`src/rtl/pwm_pkg.sv`:
```
// Shared constants and helpers for the multi-channel PWM generator.
// Period length, counter width, percent-to-ticks conversion and duty clamping.
package pwm_pkg;

  function automatic int calc_cnt_max(input int clk_mhz, input int freq_khz);
    return (1000 * clk_mhz) / freq_khz;
  endfunction

  function automatic int calc_cnt_width(input int cnt_max);
    return (cnt_max < 1) ? 1 : $clog2(cnt_max + 1);
  endfunction

  function automatic int pct_to_ticks(input int pct, input int cnt_max);
    return (pct * cnt_max) / 100;
  endfunction

  // A duty above the period length would just mean "always high", so saturate it.
  function automatic int clamp_duty(input int duty, input int cnt_max);
    return (duty > cnt_max) ? cnt_max : duty;
  endfunction

endpackage

```
`src/rtl/pwm_chan.sv`:
```
// One PWM channel: phase derivation, shadow/active duty, boundary commit, output register.
// With PWM_PHASE_EN defined the channel adds a fixed phase offset to the shared counter.
module pwm_chan
  import pwm_pkg::*;
#(
  parameter int cnt_max   = 125,
  parameter int cnt_width = 7,
`ifdef PWM_PHASE_EN
  parameter int off       = 0,
`endif
  parameter int duty_rst  = 50
) (
  input  logic                 clk,
  input  logic                 rst,
  input  logic [cnt_width-1:0] cnt,
  input  logic                 wr,
  input  logic [cnt_width-1:0] wr_duty,
  output logic                 out,
  output logic                 pend
);

  localparam logic [cnt_width-1:0] last_ph = cnt_width'(cnt_max - 1);
  localparam logic [cnt_width-1:0] rst_val = cnt_width'(duty_rst);

  logic [cnt_width-1:0] ph;
  logic [cnt_width-1:0] shadow;
  logic [cnt_width-1:0] active;
  logic                 boundary;

`ifdef PWM_PHASE_EN
  localparam int                 cnt_max_i = cnt_max;
  localparam int                 off_i     = off;
  localparam logic [cnt_width:0] cm_v      = cnt_max_i[cnt_width:0];
  localparam logic [cnt_width:0] off_v     = off_i[cnt_width:0];

  logic [cnt_width:0] ph_sum;
  logic [cnt_width:0] ph_wrap;

  // cnt and off are both below cnt_max, so one conditional subtract is enough.
  assign ph_sum  = {1'b0, cnt} + off_v;
  assign ph_wrap = ph_sum - cm_v;
  assign ph      = (ph_sum >= cm_v) ? ph_wrap[cnt_width-1:0] : ph_sum[cnt_width-1:0];
`else
  assign ph = cnt;
`endif

  assign boundary = (ph == last_ph);

  always_ff @(posedge clk) begin
    if (rst) begin
      shadow <= rst_val;
      active <= rst_val;
      out    <= 1'b0;
      pend   <= 1'b0;
    end else begin
      if (wr) begin
        shadow <= wr_duty;
      end
      // A write landing on the commit edge bypasses the shadow so it is not lost.
      if (boundary) begin
        active <= wr ? wr_duty : shadow;
        pend   <= 1'b0;
      end else if (wr) begin
        pend   <= 1'b1;
      end
      out <= (ph < active);
    end
  end

endmodule

```
`src/rtl/pwm_multi.sv`:
```
// Multi-channel PWM top: shared period counter, period sync pulse and duty write decode.
// Optional PWM_PHASE_EN staggers channel phases by i*cnt_max/ch.
module pwm_multi
  import pwm_pkg::*;
#(
  parameter int  clk_mhz   = 50,
  parameter int  freq_khz  = 400,
  parameter int  ch        = 4,
  parameter int  init_duty = 40,
  localparam int cnt_max   = calc_cnt_max(clk_mhz, freq_khz),
  localparam int cnt_width = calc_cnt_width(cnt_max),
  localparam int ch_w      = (ch > 1) ? $clog2(ch) : 1
) (
  input  logic                 clk,
  input  logic                 rst,
  input  logic                 wr_en,
  input  logic [ch_w-1:0]      wr_ch,
  input  logic [cnt_width-1:0] wr_duty,
  output logic [ch-1:0]        out,
  output logic                 sync,
  output logic [ch-1:0]        pend
);

  localparam int                   duty_rst = pct_to_ticks(init_duty, cnt_max);
  localparam int                   ch_i     = ch;
  localparam logic [ch_w:0]        ch_lim   = ch_i[ch_w:0];
  localparam logic [cnt_width-1:0] cnt_last = cnt_width'(cnt_max - 1);

  logic [cnt_width-1:0] cnt;
  logic                 wr_ok;
  logic [cnt_width-1:0] wr_clamp;

  // Channel numbers past the last instance are dropped without side effects.
  assign wr_ok    = wr_en && ({1'b0, wr_ch} < ch_lim);
  assign wr_clamp = cnt_width'(clamp_duty(int'(wr_duty), cnt_max));

  always_ff @(posedge clk) begin
    if (rst) begin
      cnt  <= '0;
      sync <= 1'b0;
    end else begin
      cnt  <= (cnt == cnt_last) ? '0 : cnt + 1'b1;
      sync <= (cnt == '0);
    end
  end

  for (genvar i = 0; i < ch; i++) begin : g_ch
    logic wr_sel;
    assign wr_sel = wr_ok && (wr_ch == ch_w'(i));

`ifdef PWM_PHASE_EN
    localparam int off = (i * cnt_max) / ch;
    pwm_chan #(
      .cnt_max  (cnt_max),
      .cnt_width(cnt_width),
      .off      (off),
      .duty_rst (duty_rst)
    ) u_chan (
      .clk    (clk),
      .rst    (rst),
      .cnt    (cnt),
      .wr     (wr_sel),
      .wr_duty(wr_clamp),
      .out    (out[i]),
      .pend   (pend[i])
    );
`else
    pwm_chan #(
      .cnt_max  (cnt_max),
      .cnt_width(cnt_width),
      .duty_rst (duty_rst)
    ) u_chan (
      .clk    (clk),
      .rst    (rst),
      .cnt    (cnt),
      .wr     (wr_sel),
      .wr_duty(wr_clamp),
      .out    (out[i]),
      .pend   (pend[i])
    );
`endif
  end

endmodule

```
`config.mk`:
```
export PLATFORM = sky130hd
export DESIGN_NAME = pwm_multi
export DESIGN_NICKNAME = d
export VERILOG_FILES = /design/src/rtl/pwm_pkg.sv /design/src/rtl/pwm_chan.sv /design/src/rtl/pwm_multi.sv
export SDC_FILE = /design/constraint.sdc
export NUM_CORES = 1
export LEC_CHECK = 0
export ABC_AREA = 1
export CORE_MARGIN = 2
export CORE_UTILIZATION = 63
export DETAILED_ROUTE_END_ITERATION = 8
export PLACE_DENSITY = 0.84
export SYNTH_ARGS = -nofsm -noshare
export SYNTH_HDL_FRONTEND = slang
export SYNTH_SLANG_ARGS = --single-unit
```
`constraint.sdc`:
```
create_clock -name clk -period 2.62 [get_ports clk]
set_clock_uncertainty 0.05 [all_clocks]
set_input_delay 0.786 -clock clk [delete_from_list [all_inputs] [get_ports clk]]
set_output_delay 0.786 -clock clk [all_outputs]
set_load 0.01 [all_outputs]
```
==> impl_metrics.yaml, run 1 <==
outcome:
  outcome: "complete, no violations"
floorplanning:
  io_pins: 21
  rows: 26
  coreArea_mm2: 0.005140
  die_y_um: 77.12
  dieArea_mm2: 0.005947
  initial_core_util: 0.6553
  die_w_um: 77.12
setup_path:
  cpLargestDelayFamily: "buffers and inverters"
  path_buf_inv: 1
  cp.arrival_ns: 1.28
  rr_endpoint: "g_ch[3].u_chan.active[2]"
  reg2reg_from: "cnt[1]"
  cp.depth: 1
  rr_worst_depth: 6
  crit_slowest_cell: "clkdlybuf4s50_1"
  start_kind: "flop"
  path_cells: "clkdlybuf4s50_1"
  r2r_slack_ns: 0.72
  crit_type: "reg -> out"
  crit_required_ns: 1.78
  cp_max_fo: 2
  crit_path_max_incr_delay_ns: 0.56
  end_kind: "primary output"
power_and_ir_drop:
  p_sw_w: 0.0005432
  p_clk_frac: 0.369
  powerDensity_mw_per_mm2: 569.3
  peakVddDrop_mv: 0.3968
  seqPwrFrac: 0.541
  power_w: 0.002120
  sw_frac_of_total: 0.2563
  p_int_w: 0.001576
  leakage_nw: 1.789
  combPwrFrac: 0.090
timing:
  max-slew-margin-rel: 0.6960
  worst_slew_pin_slew_ns: 0.4553
  fin_crit_ns: 2.116
  fmax_ghz: 0.4727
  final_hold_viol_count: 0
  period_share: 0.8075
  final.setup.worst_slack_ns: 0.5044
  setup_violations: 0
  finalHoldWorstSlack_ns: 0.4093
  rsz0062_at_grt: "false"
  fin_tns_setup_ns: 0
  drv_slew: 0
synth:
  synth_common_cells: "74 x nand2_1, 72 x dfxtp_1, 67 x inv_1"
  synth_cells: 426
  synth-edff-count: 0
  netlist_top_cells_area: "dfxtp_1 43%, ha_1 9.7%, nand2_1 8.2%"
  yosys.area.top_type: "dfxtp_1"
  netlist_area_mm2: 0.003368
  synth_seq_area_share: 0.4279
  async_flop_share: 0
  ys_seq_elements: 72
  syn_area_per_cell_um2: 7.907
  synth_most_common_cell: "nand2_1"
  ys_warn_count: 0
  ys.flop_type: "dfxtp_1"
  synth_top_area_frac: 0.4279
  yosysUniqueCellTypes: 28
  synth_fp_nets: 464
worst_hold_path:
  worstHoldEndpoint: "g_ch[3].u_chan.active[1]"
  min_path_cells: 2
  hold_start: "g_ch[3].u_chan.active[1]"
  min_path_type: "reg -> reg"
grt:
  grt_pass1_vias: 2561
  grt_usage: 0.2634
  gr-total-overflow: 0
  grt_first_pass_wirelength_um: 12080
  antenna_found_initial: 0
  grt_max_degree: 33
clock_network:
  clock_tree.root_cell: "clkbuf_8"
  cts_tree: "done"
  clk_pin_slew_ns: 0.07
  clkLatencyLatePin_ns: 0.35
  holdBufCountCts: 0
  clock_path_buffers: 2
  clock_sinks: 72
  cts_setup_buffers: 0
  ctsHtreeMaxLevel: 3
  cts_resized: 0
  cts_made_buffers: 9
routing:
  drt-vias-per-instance: 5.314
  drtPass1Iterations: 5
  avgRoutedWirePerCell_um: 14.04
  first_iter_violations: 184
  antenna_left: 0
  vias: 2742
  routed_wl_um: 7243
  drc: 0
job:
  max_cap_viol_count: 0
place:
  place_hpwl_um: 5028
  place.gp.congestion: 0.8117
  dp_slack_ns: 0.2444
  portBuffers: 20
finish:
  drive_gt1_frac: 0.1211
  area_growth_pct: 10.55
  utilization: 0.7244
  nFillCells: 435
  final_nets: 479
  diodes: 0
-- worst max-delay path by stage --
stage                               end                start
3_5_place_dp   g_ch[3].u_chan.active[2]             wr_ch[0]
5_1_grt        g_ch[3].u_chan.active[2]             wr_ch[0]
2_1_floorplan  g_ch[0].u_chan.shadow[4]             wr_ch[0]
6_report                        pend[0]  g_ch[0].u_chan.pend
4_1_cts                         pend[0]  g_ch[0].u_chan.pend
3_3_place_gp   g_ch[3].u_chan.active[3]             wr_ch[0]
-- flip-flops by register name, indices dropped and copies added, names as in the netlist --
register	cells
sync	1
g_ch.u_chan.pend	4
cnt	7
g_ch.u_chan.out	4
g_ch.u_chan.shadow	28
g_ch.u_chan.active	28
-- power by group through the flow --
stage / combinational [W] / sequential [W] / clock, W
final: 0.000191 / 0.00115 / 0.000782
after global routing: 0.000213 / 0.00115 / 0.000834
after CTS: 0.000190 / 0.00115 / 0.000785
after detailed placement: 0.000188 / 0.00117 / 0
after global placement: 0.000182 / 0.00117 / 0
after floorplan: 0.000126 / 0.00117 / 0
-- layer usage --
metal / routed length (µm) / vias up / part of all wire / global-route usage
met5: 0 / - / 0 / 0
met4: 224 / 0 / 0.031 / 0.1446
met3: 573 / 21 / 0.079 / 0.05647
met2: 3278 / 120 / 0.45 / 0.4183
met1: 3167 / 1235 / 0.44 / 0.3326
li1: - / 1366 / - / -
-- cell families after synthesis --
group / Yosys count / share of synthesized area
adders and majority gates: 26 / 0.09658
DFF: 72 / 0.4279
AOI/OAI and AO/OA: 66 / 0.1226
xor gates and xnor gates: 1 / 0.002601
buffers and inverters: 89 / 0.1211
and+or+nand+nor: 172 / 0.2292
-- metrics by stage --
stage / instances / area, µm²
finish: 516 / 3724
global route: 516 / 3724
CTS: 516 / 3724
detailed placement: 500 / 3551
global placement: 500 / 3551
floorplan: 426 / 3368
-- layout by cell type, fill, tap and decap left out, types with 3 or more instances in the layout --
cell             instances
a21boi_0                 4
a21oi_1                 28
a21oi_2                 14
buf_4                    3
clkbuf_8                10
clkdlybuf4s50_1         20
clkinv_2                 4
dfxtp_1                 72
ha_1                    26
inv_1                   67
nand2_1                 74
nand3_1                 21
nor2_1                  45
nor3_1                   6
o211ai_1                 8
o21ai_0                  9
o21ai_1                  3
or2_1                    4
or2_2                   13
-- layout make-up --
type / count / area, µm² / share of cell area
multi-input combinational: 265 / 1519 / 0.4079
sequential: 72 / 1441 / 0.3871
inverter: 69 / 260.3 / 0.06989
timing repair buffer: 24 / 242.7 / 0.06519
clock buffer: 11 / 141.4 / 0.03797
tap: 70 / 87.58 / 0.02352
clock inverter: 5 / 31.28 / 0.008401
(Power assumes the default switching activity.)
==> run 2: changes to the inputs <==
--- a/config.mk
+++ b/config.mk
@@ -7,9 +7,9 @@
 export LEC_CHECK = 0
 export ABC_AREA = 1
 export CORE_MARGIN = 2
-export CORE_UTILIZATION = 63
+export CORE_UTILIZATION = 59
 export DETAILED_ROUTE_END_ITERATION = 8
-export PLACE_DENSITY = 0.84
+export PLACE_DENSITY = 0.79
 export SYNTH_ARGS = -nofsm -noshare
 export SYNTH_HDL_FRONTEND = slang
 export SYNTH_SLANG_ARGS = --single-unit
==> constraint.sdc (replaced) <==
create_clock -name clk -period 2.1 [get_ports clk]
set_clock_uncertainty 0.05 [all_clocks]
set_input_delay 0.63 -clock clk [delete_from_list [all_inputs] [get_ports clk]]
set_output_delay 0.63 -clock clk [all_outputs]
set_load 0.01 [all_outputs]
==> run 2 against run 1 <==
Via count increased by 0.98%; die area up 6.4%; global-route usage down 0.63 points.
==> impl_metrics.yaml, run 2 (synthesized netlist as in run 1, its figures left out) <==
finish:
  final_nets: 490
  final_common_cell: "nand2_1"
  stdcell_count: 529
  final_design_area_no_fill_mm2: 0.003836
  reg_top3: "g_ch.u_chan.active (28), g_ch.u_chan.shadow (28), cnt (7)"
  layout_common_cells: "74 x nand2_1, 72 x dfxtp_1, 67 x inv_1, 45 x nor2_1, 28 x a21oi_1"
  drive_gt1_frac: 0.1422
  area_growth_pct: 13.89
  diodes: 0
place:
  dp_cells: 513
  place.gp.congestion: 0.8702
  portBuffers: 20
  placed_cell_area_mm2: 0.003649
  dp_slack_ns: -0.03991
  place_hpwl_um: 5143
grt:
  grt_usage: 0.2572
  gr-total-overflow: 0
  antenna_found_initial: 0
  grt_max_degree: 33
  grt_first_pass_wirelength_um: 12320
  grt_pass1_vias: 2665
routing:
  wl_met2_um: 3336
  drc: 0
  antenna_left: 0
  dr_wl_met3_um: 338
  drtPass1Iterations: 4
  routed_wl_um: 7206
  drt-vias-per-instance: 5.234
  wl_met1_um: 3328
  highest_layer: "met4"
  avgRoutedWirePerCell_um: 13.62
  first_iter_violations: 174
  vias: 2769
power_and_ir_drop:
  power_w: 0.002758
  p_sw_w: 0.0006943
  p_clk_frac: 0.390
  combPwrFrac: 0.093
  powerDensity_mw_per_mm2: 719.0
  sw_frac_of_total: 0.2517
  peakVddDrop_mv: 0.4198
  p_int_w: 0.002064
  seqPwrFrac: 0.518
  leakage_nw: 1.850
timing:
  final_hold_viol_count: 0
  worst_slew_pin_slew_ns: 0.4245
  drv_slew: 0
  rsz0062_at_grt: "false"
  fmax_ghz: 0.5219
  setup_violations: 0
  final.setup.worst_slack_ns: 0.1840
  fin_crit_ns: 1.916
  max-slew-margin-rel: 0.7166
  period_share: 0.9124
clock_network:
  clock_path_buffers: 2
  clock_tree.root_cell: "clkbuf_8"
  clkLatencyLatePin_ns: 0.35
  cts_resized: 0
  ctsHtreeMaxLevel: 3
  holdBufCountCts: 0
  clk_pin_slew_ns: 0.08
  cts_tree: "done"
  cts_setup_buffers: 0
  cts_made_buffers: 9
  clock_sinks: 72
floorplanning:
  die_w_um: 79.56
  rows: 27
  initial_core_util: 0.6117
  io_pins: 21
  coreArea_mm2: 0.005507
  dieArea_mm2: 0.006329
  die_y_um: 79.56
setup_path:
  end_kind: "primary output"
  crit_required_ns: 1.42
  path_buf_inv: 1
  crit_start: "g_ch[1].u_chan.pend"
  start_kind: "flop"
  r2r_slack_ns: 0.28
  rr_worst_depth: 6
  path_cells: "clkdlybuf4s50_1"
  cp.arrival_ns: 1.24
  crit_type: "reg -> out"
  rr_endpoint: "g_ch[0].u_chan.active[4]"
  crit_slowest_cell: "clkdlybuf4s50_1"
  reg2reg_from: "cnt[1]"
  cpLargestDelayFamily: "buffers and inverters"
  cp_max_fo: 2
  crit_path_max_incr_delay_ns: 0.55
worst_hold_path:
  hold_start: "g_ch[0].u_chan.active[1]"
  worstHoldEndpoint: "g_ch[0].u_chan.active[1]"
  min_path_cells: 2
  min_path_type: "reg -> reg"
outcome:
  outcome: "complete, no violations"
job:
  max_cap_viol_count: 0
run 2: worst max-delay path by stage:
| stage | end | depth (start not counted) |
|---|---|---|
| floorplan | g_ch[0].u_chan.shadow[4] | 5 |
| detailed placement | g_ch[0].u_chan.active[6] | 8 |
| CTS | pend[1] | 1 |
| global route | g_ch[2].u_chan.active[5] | 7 |
| finish | pend[1] | 1 |
| global placement | g_ch[0].u_chan.active[6] | 8 |
run 2: area by class of cell:
type	instances	area [µm²]
fillers	456	1670
multi-input cells	265	1519
flip-flops and latches	72	1441
repair buffers	35	337.8
inverters	69	260.3
clock buffers	10	127.6
well taps	72	90.09
clock inverters	6	60.06
run 2: metal layers:
layer / GRT usage / vias to the layer above
met5: 0 / -
met4: 0.1517 / 0
li1: - / 1390
met1: 0.3276 / 1281
met3: 0.04864 / 20
met2: 0.4050 / 78
run 2: through the flow:
step | utilization | hold WS, ns | TNS (ns)
6_report | 0.6967 | 0.4038 | 0
5_1_grt | 0.6967 | 0.4258 | 0
4_1_cts | 0.6967 | 0.4059 | 0
3_5_place_dp | 0.6626 | 0.3888 | -0.1378
3_3_place_gp | 0.6626 | 0.3849 | -0.04131
2_1_floorplan | - | 0.3751 | 0
run 2: power by group through the flow:
stage,logic [W],clock network (W),registers [W]
after detailed placement,0.000252,0,0.00146
after CTS,0.000254,0.00108,0.00143
final,0.000255,0.00108,0.00143
after global routing,0.000284,0.00114,0.00143
after global placement,0.000243,0,0.00146
after floorplan,0.000157,0,0.00145
